--- config.mk ---
export PLATFORM = sky130hd
export DESIGN_NAME = iob_clkdiv_flat
export DESIGN_NICKNAME = d
export VERILOG_FILES = /design/src/rtl/iob_clkdiv_if.sv /design/src/rtl/iob_clkdiv.sv /design/src/flat_wrapper.sv
export SDC_FILE = /design/constraint.sdc
export NUM_CORES = 1
export LEC_CHECK = 0
export ABC_AREA = 1
export CELL_PAD_IN_SITES_DETAIL_PLACEMENT = 1
export CELL_PAD_IN_SITES_GLOBAL_PLACEMENT = 1
export CORE_ASPECT_RATIO = 1.2
export CORE_MARGIN = 8
export CORE_UTILIZATION = 44
export DETAILED_ROUTE_END_ITERATION = 10
export PLACE_DENSITY = 0.9
export RECOVER_POWER = 25
export SYNTH_ARGS = -nofsm -noshare
export SYNTH_HDL_FRONTEND = slang
export SYNTH_SLANG_ARGS = --single-unit
--- constraint.sdc ---
create_clock -name clk -period 4.6 [get_ports clk]
set_input_delay 0.69 -clock clk [delete_from_list [all_inputs] [get_ports clk]]
set_output_delay 0.69 -clock clk [all_outputs]
set_load 0.005 [all_outputs]
--- src/rtl/iob_clkdiv_if.sv ---
// Control and status bundle for the iob_clkdiv multi-channel divider.
// The master drives run enables and ratio loads; the slave returns clocks, ticks and busy flags.
interface iob_clkdiv_if #(
   parameter int N_CH  = 2,
   parameter int DIV_W = 8
);
   logic [N_CH-1:0]       en;
   logic [N_CH*DIV_W-1:0] div;
   logic [N_CH-1:0]       div_ld;
   logic [N_CH-1:0]       clk_out;
   logic [N_CH-1:0]       tick;
   logic [N_CH-1:0]       busy;

   modport master (
      output en,
      output div,
      output div_ld,
      input  clk_out,
      input  tick,
      input  busy
   );

   modport slave (
      input  en,
      input  div,
      input  div_ld,
      output clk_out,
      output tick,
      output busy
   );
endinterface

--- src/rtl/iob_clkdiv.sv ---
// N_CH independent glitch-free clock dividers with matching clock-enable ticks; outputs are registered.
// Start latency 1 cycle from en; ratio and stop changes only take effect at a period boundary.
module iob_clkdiv #(
   parameter int N_CH    = 2,
   parameter int DIV_W   = 8,
   parameter int DIV_RST = 2
) (
   input  logic         clk,
   input  logic         rst,
   iob_clkdiv_if.slave  bus
);
   typedef enum logic {IDLE, RUN} state_t;

   localparam logic [DIV_W-1:0] RST_R = DIV_W'(DIV_RST);
   localparam logic [DIV_W-1:0] MIN_R = DIV_W'(2);
   localparam logic [DIV_W-1:0] ONE   = DIV_W'(1);

   logic [N_CH-1:0] clk_v;
   logic [N_CH-1:0] tick_v;
   logic [N_CH-1:0] busy_v;

   for (genvar gi = 0; gi < N_CH; gi++) begin : g_ch
      state_t           state_q, state_d;
      logic [DIV_W-1:0] cnt_q, cnt_d;
      logic [DIV_W-1:0] r_q, r_d;
      logic [DIV_W-1:0] p_q, p_d;
      logic [DIV_W-1:0] div_raw, ld_val, hi_d;
      logic             busy_q, busy_d;
      logic             clk_q, clk_d;
      logic             tick_q, tick_d;
      logic             wrap, apply;

      assign div_raw = bus.div[gi*DIV_W +: DIV_W];
      assign ld_val  = (div_raw < MIN_R) ? MIN_R : div_raw;

      always_comb begin
         state_d = state_q;
         cnt_d   = cnt_q;
         r_d     = r_q;
         p_d     = p_q;
         busy_d  = busy_q;
         wrap    = (state_q == RUN) && (cnt_q == r_q - ONE);
         // A pending ratio lands only where no period is in flight.
         apply   = busy_q && ((state_q == IDLE) || wrap);

         case (state_q)
            IDLE: begin
               cnt_d = '0;
               if (bus.en[gi]) begin
                  state_d = RUN;
               end
            end
            RUN: begin
               if (wrap) begin
                  cnt_d = '0;
                  if (!bus.en[gi]) begin
                     state_d = IDLE;
                  end
               end else begin
                  cnt_d = cnt_q + ONE;
               end
            end
            default: begin
               state_d = IDLE;
               cnt_d   = '0;
            end
         endcase

         if (apply) begin
            r_d    = p_q;
            busy_d = 1'b0;
         end
         // A load on the apply edge is captured after the old value moved on.
         if (bus.div_ld[gi]) begin
            p_d    = ld_val;
            busy_d = 1'b1;
         end

         hi_d   = r_d - (r_d >> 1);
         clk_d  = (state_d == RUN) && (cnt_d < hi_d);
         tick_d = (state_d == RUN) && (cnt_d == '0);
      end

      always_ff @(posedge clk or posedge rst) begin
         if (rst) begin
            state_q <= IDLE;
            cnt_q   <= '0;
            r_q     <= RST_R;
            p_q     <= RST_R;
            busy_q  <= 1'b0;
            clk_q   <= 1'b0;
            tick_q  <= 1'b0;
         end else begin
            state_q <= state_d;
            cnt_q   <= cnt_d;
            r_q     <= r_d;
            p_q     <= p_d;
            busy_q  <= busy_d;
            clk_q   <= clk_d;
            tick_q  <= tick_d;
         end
      end

      assign clk_v[gi]  = clk_q;
      assign tick_v[gi] = tick_q;
      assign busy_v[gi] = busy_q;
   end

   assign bus.clk_out = clk_v;
   assign bus.tick    = tick_v;
   assign bus.busy    = busy_v;
endmodule

--- src/flat_wrapper.sv ---
// flat-port wrapper written by rule: the top's interface ports become plain ports
module iob_clkdiv_flat 
#(
   parameter int N_CH    = 2,
   parameter int DIV_W   = 8,
   parameter int DIV_RST = 2
)
  (clk, rst, bus_en, bus_div, bus_div_ld, bus_clk_out, bus_tick, bus_busy);
  iob_clkdiv_if #(.N_CH(N_CH), .DIV_W(DIV_W)) bus_i ();
  input  logic clk;
  input  logic rst;
  input wire logic [$bits(bus_i.en)-1:0] bus_en;
  input wire logic [$bits(bus_i.div)-1:0] bus_div;
  input wire logic [$bits(bus_i.div_ld)-1:0] bus_div_ld;
  output wire logic [$bits(bus_i.clk_out)-1:0] bus_clk_out;
  output wire logic [$bits(bus_i.tick)-1:0] bus_tick;
  output wire logic [$bits(bus_i.busy)-1:0] bus_busy;
  assign bus_i.en = bus_en;
  assign bus_i.div = bus_div;
  assign bus_i.div_ld = bus_div_ld;
  assign bus_clk_out = bus_i.clk_out;
  assign bus_tick = bus_i.tick;
  assign bus_busy = bus_i.busy;
  iob_clkdiv #(.N_CH(N_CH), .DIV_W(DIV_W), .DIV_RST(DIV_RST)) u_core (.clk(clk), .rst(rst), .bus(bus_i));
endmodule
==> impl_metrics.tcl <==
set metrics [dict create \
    setup_viol 0 \
    critPathTopFamily "compound AO/OA/AOI/OAI gates" \
    num_io_pins 28 \
    crit_path_max_fanout 16 \
    hold_viol 0 \
    drive_above_1_share_pct 11.2 \
    total_leakage_power_uw 0.00221 \
    netlist_area_um2 3830 \
    antenna_found_initial 0 \
    diodes 0 \
    worst-setup-path-type "reg -> reg" \
    yosys_warnings 0 \
    relSlewSlack_pct 23.2 \
    synth_cell_types 34 \
    coreArea_um2 8520 \
    drv_slew 0 \
    cts_root_buf "clkbuf_8" \
    rows 37 \
    tns_ns 0 \
    clk_pin_slew_worst_paths_ns 0.11 \
    grt_pass1_vias 3608 \
    dieArea_um2 12000 \
    whs_ns 0.482 \
    insertion_delay_ns 0.33 \
    final_common_cell "nand2_1" \
    wirelength_um 9970 \
    synth_seq_cells 56 \
    hold_buffers 0 \
    crit_path_top_delay_cell "dfrtp_1" \
    worst_slack_ns 0.337 \
    io_buffers 27 \
    cp.arrival_ns 4.52 \
    worst_slew_pin_slew_ns 1.15 \
    wl_per_cell_um 15.8 \
    hp-class "reg -> reg" \
    cp-end-kind "register" \
    initial_utilization_pct 44.9 \
    synthXorXnorAreaFrac_pct 6.37 \
    cts_inserted_buffers 5 \
    pwr_density_cell_nw_per_um2 552 \
    crit_buf_inv 1 \
    clock_skew_ns 0.0168 \
    rr_endpoint "u_core.g_ch[1].clk_q" \
    synthAdderAreaFrac_pct 11.5 \
    area_growth_pct 12.6 \
    synth_nets 546 \
    drc 0 \
    grt_pass1_wl_um 16400 \
    place.gp.congestion 0.808 \
    slowest_delay_ns 0.40 \
    cts_buffer_depth 2 \
    synth_top_family_by_area "simple AND/OR/NAND/NOR gates" \
    required_ns 4.86 \
    dp_slack_ns 0.0617 \
    syn_avg_cell_area_um2 7.81 \
    intPower_uw 1260 \
    finalCriticalPeriod_ns 4.26 \
    cap_viol_max_count 0 \
    post-cts-setup-buffer-count 0 \
    drtIter0Drc 86 \
    dp_hpwl_um 8010 \
    synth_compound_area_share_pct 10.3 \
    grt_max_degree 30 \
    fillers 1083 \
    synthArstFlopShare_pct 100 \
    vdd_drop_max_v 0.000158 \
    overflow 0 \
    clkPwrFrac_pct 12.5 \
    critPathCapture "u_core.g_ch[1].clk_q" \
    yosysSeqAreaShare_pct 36.7 \
    switching_share_pct 47.2 \
    vias 3191 \
    synth_flop_cell "dfrtp_1" \
    seqPwrFrac_pct 28.6 \
    r2r_start "u_core.g_ch[1].r_q[0]" \
    startpoint_type "register" \
    htreeDepth 2 \
    cts_tree "yes" \
    p_sw_uw 1120 \
    clock-sinks 56 \
    layout.nets 571 \
    fmax_mhz 235 \
    ant_nets 0 \
    muxShareOfSynthArea_pct 0 \
    first_pass_iters 4 \
    final.period_utilization_pct 92.7 \
    rsz0062_at_grt "no" \
    viasPerCell 5.04 \
    worst_r2r_path_depth 25 \
    fp.dieW_um 101 \
    ctsResizeCount 0 \
    r2r_setup_slack_ns 0.34 \
    grt.total_usage_pct 17.2 \
    die_y_um 118 \
    final_cell_mix "126 x nand2_1, 75 x inv_1, 52 x dfrtp_1" \
    synth_edf_count 0 \
    combPwrFrac_pct 58.9 \
    synth_cells 490 \
    status "complete, no violations" \
    synthSimpleGateAreaFrac_pct 24.7 \
    cp.depth 25 \
    critPathLaunch "u_core.g_ch[1].r_q[0]" \
]
metrics by stage:
| stage | instances | cell area (um^2) | util (%) | total power [uW] |
|---|---|---|---|---|
| after floorplan | 490 | 3830 | - | 1700 |
| after detailed placement | 625 | 4180 | 49.0 | 2070 |
| final | 633 | 4310 | 50.6 | 2380 |
| after CTS | 633 | 4270 | 50.2 | 2400 |
| after global placement | 625 | 4180 | 49.0 | 1950 |
| after global routing | 633 | 4310 | 50.6 | 2630 |
power groups by stage:
| stage | Sequential, uW | Clock (uW) | Combinational, uW |
|---|---|---|---|
| global placement | 687 | 0 | 1260 |
| floorplan | 660 | 0 | 1040 |
| global route | 697 | 326 | 1610 |
| finish | 682 | 297 | 1400 |
| CTS | 683 | 306 | 1410 |
| detailed placement | 693 | 0 | 1370 |
worst min path at each step:
| stage | start | end | slack (ns) | cells after the start |
|---|---|---|---|---|
| final | u_core.g_ch[0].p_q[1] | u_core.g_ch[0].p_q[1] | 0.48 | 2 |
| after global routing | u_core.g_ch[0].p_q[1] | u_core.g_ch[0].p_q[1] | 0.51 | 2 |
| after CTS | u_core.g_ch[0].p_q[1] | u_core.g_ch[0].p_q[1] | 0.49 | 2 |
| after detailed placement | u_core.g_ch[0].p_q[3] | u_core.g_ch[0].p_q[3] | 0.46 | 2 |
| after global placement | u_core.g_ch[0].p_q[3] | u_core.g_ch[0].p_q[3] | 0.47 | 2 |
| after floorplan | u_core.g_ch[0].p_q[3] | u_core.g_ch[0].p_q[3] | 0.44 | 2 |
per-layer routing:
layer	vias up	GRT usage [%]	wire length, um
li1	1588	-	-
met1	1539	16.9	3670
met2	40	33.1	5700
met3	24	3.05	224
met4	0	8.40	369
met5	-	0	0
state kept, by name (all words and copies together) (netlist names):
name and flops:
u_core.g_ch.busy_q 2, u_core.g_ch.cnt_q 16, u_core.g_ch.clk_q 2, u_core.g_ch.p_q 16
u_core.g_ch.tick_q 2, u_core.g_ch.r_q 16, u_core.g_ch.state_q 2
synthesized netlist by cell type, drive strengths merged (4+ instances only):
| cell type | number | share of area, % |
|---|---|---|
| a21oi | 23 | 3.0 |
| xor2 | 17 | 4.1 |
| dfrtp | 52 | 34 |
| ha | 32 | 10 |
| inv | 86 | 8.4 |
| dfstp | 4 | 2.7 |
| buf | 8 | 1.8 |
| nor2 | 38 | 4.0 |
| xnor2 | 10 | 2.3 |
| o21ai | 36 | 5.9 |
| nand2 | 135 | 14 |
| nand3 | 26 | 3.9 |
cells by family (layout without fill, tap and decap cells):
| logic type | count (synthesis) | in the layout |
|---|---|---|
| simple gates | 212 | 212 |
| buf+inv | 96 | 122 |
| compound gates | 65 | 65 |
| flops | 56 | 56 |
| fa+ha+maj | 34 | 34 |
| xor+xnor | 27 | 27 |
worst min-delay path: stages (launching register included):
cell     delay (ns)
dfstp_2        0.39
nand2_1        0.06
nand2_1        0.05
cell type report:
class	instances	area, um^2	area share, %
clock inverters	3	27.5	0.639
well taps	117	146	3.40
inverters	86	323	7.49
flip-flops and latches	56	1410	32.6
repair buffers	28	278	6.44
clock buffers	5	68.8	1.60
multi-input cells	338	2060	47.8
Power figures use the tool's default switching activity.
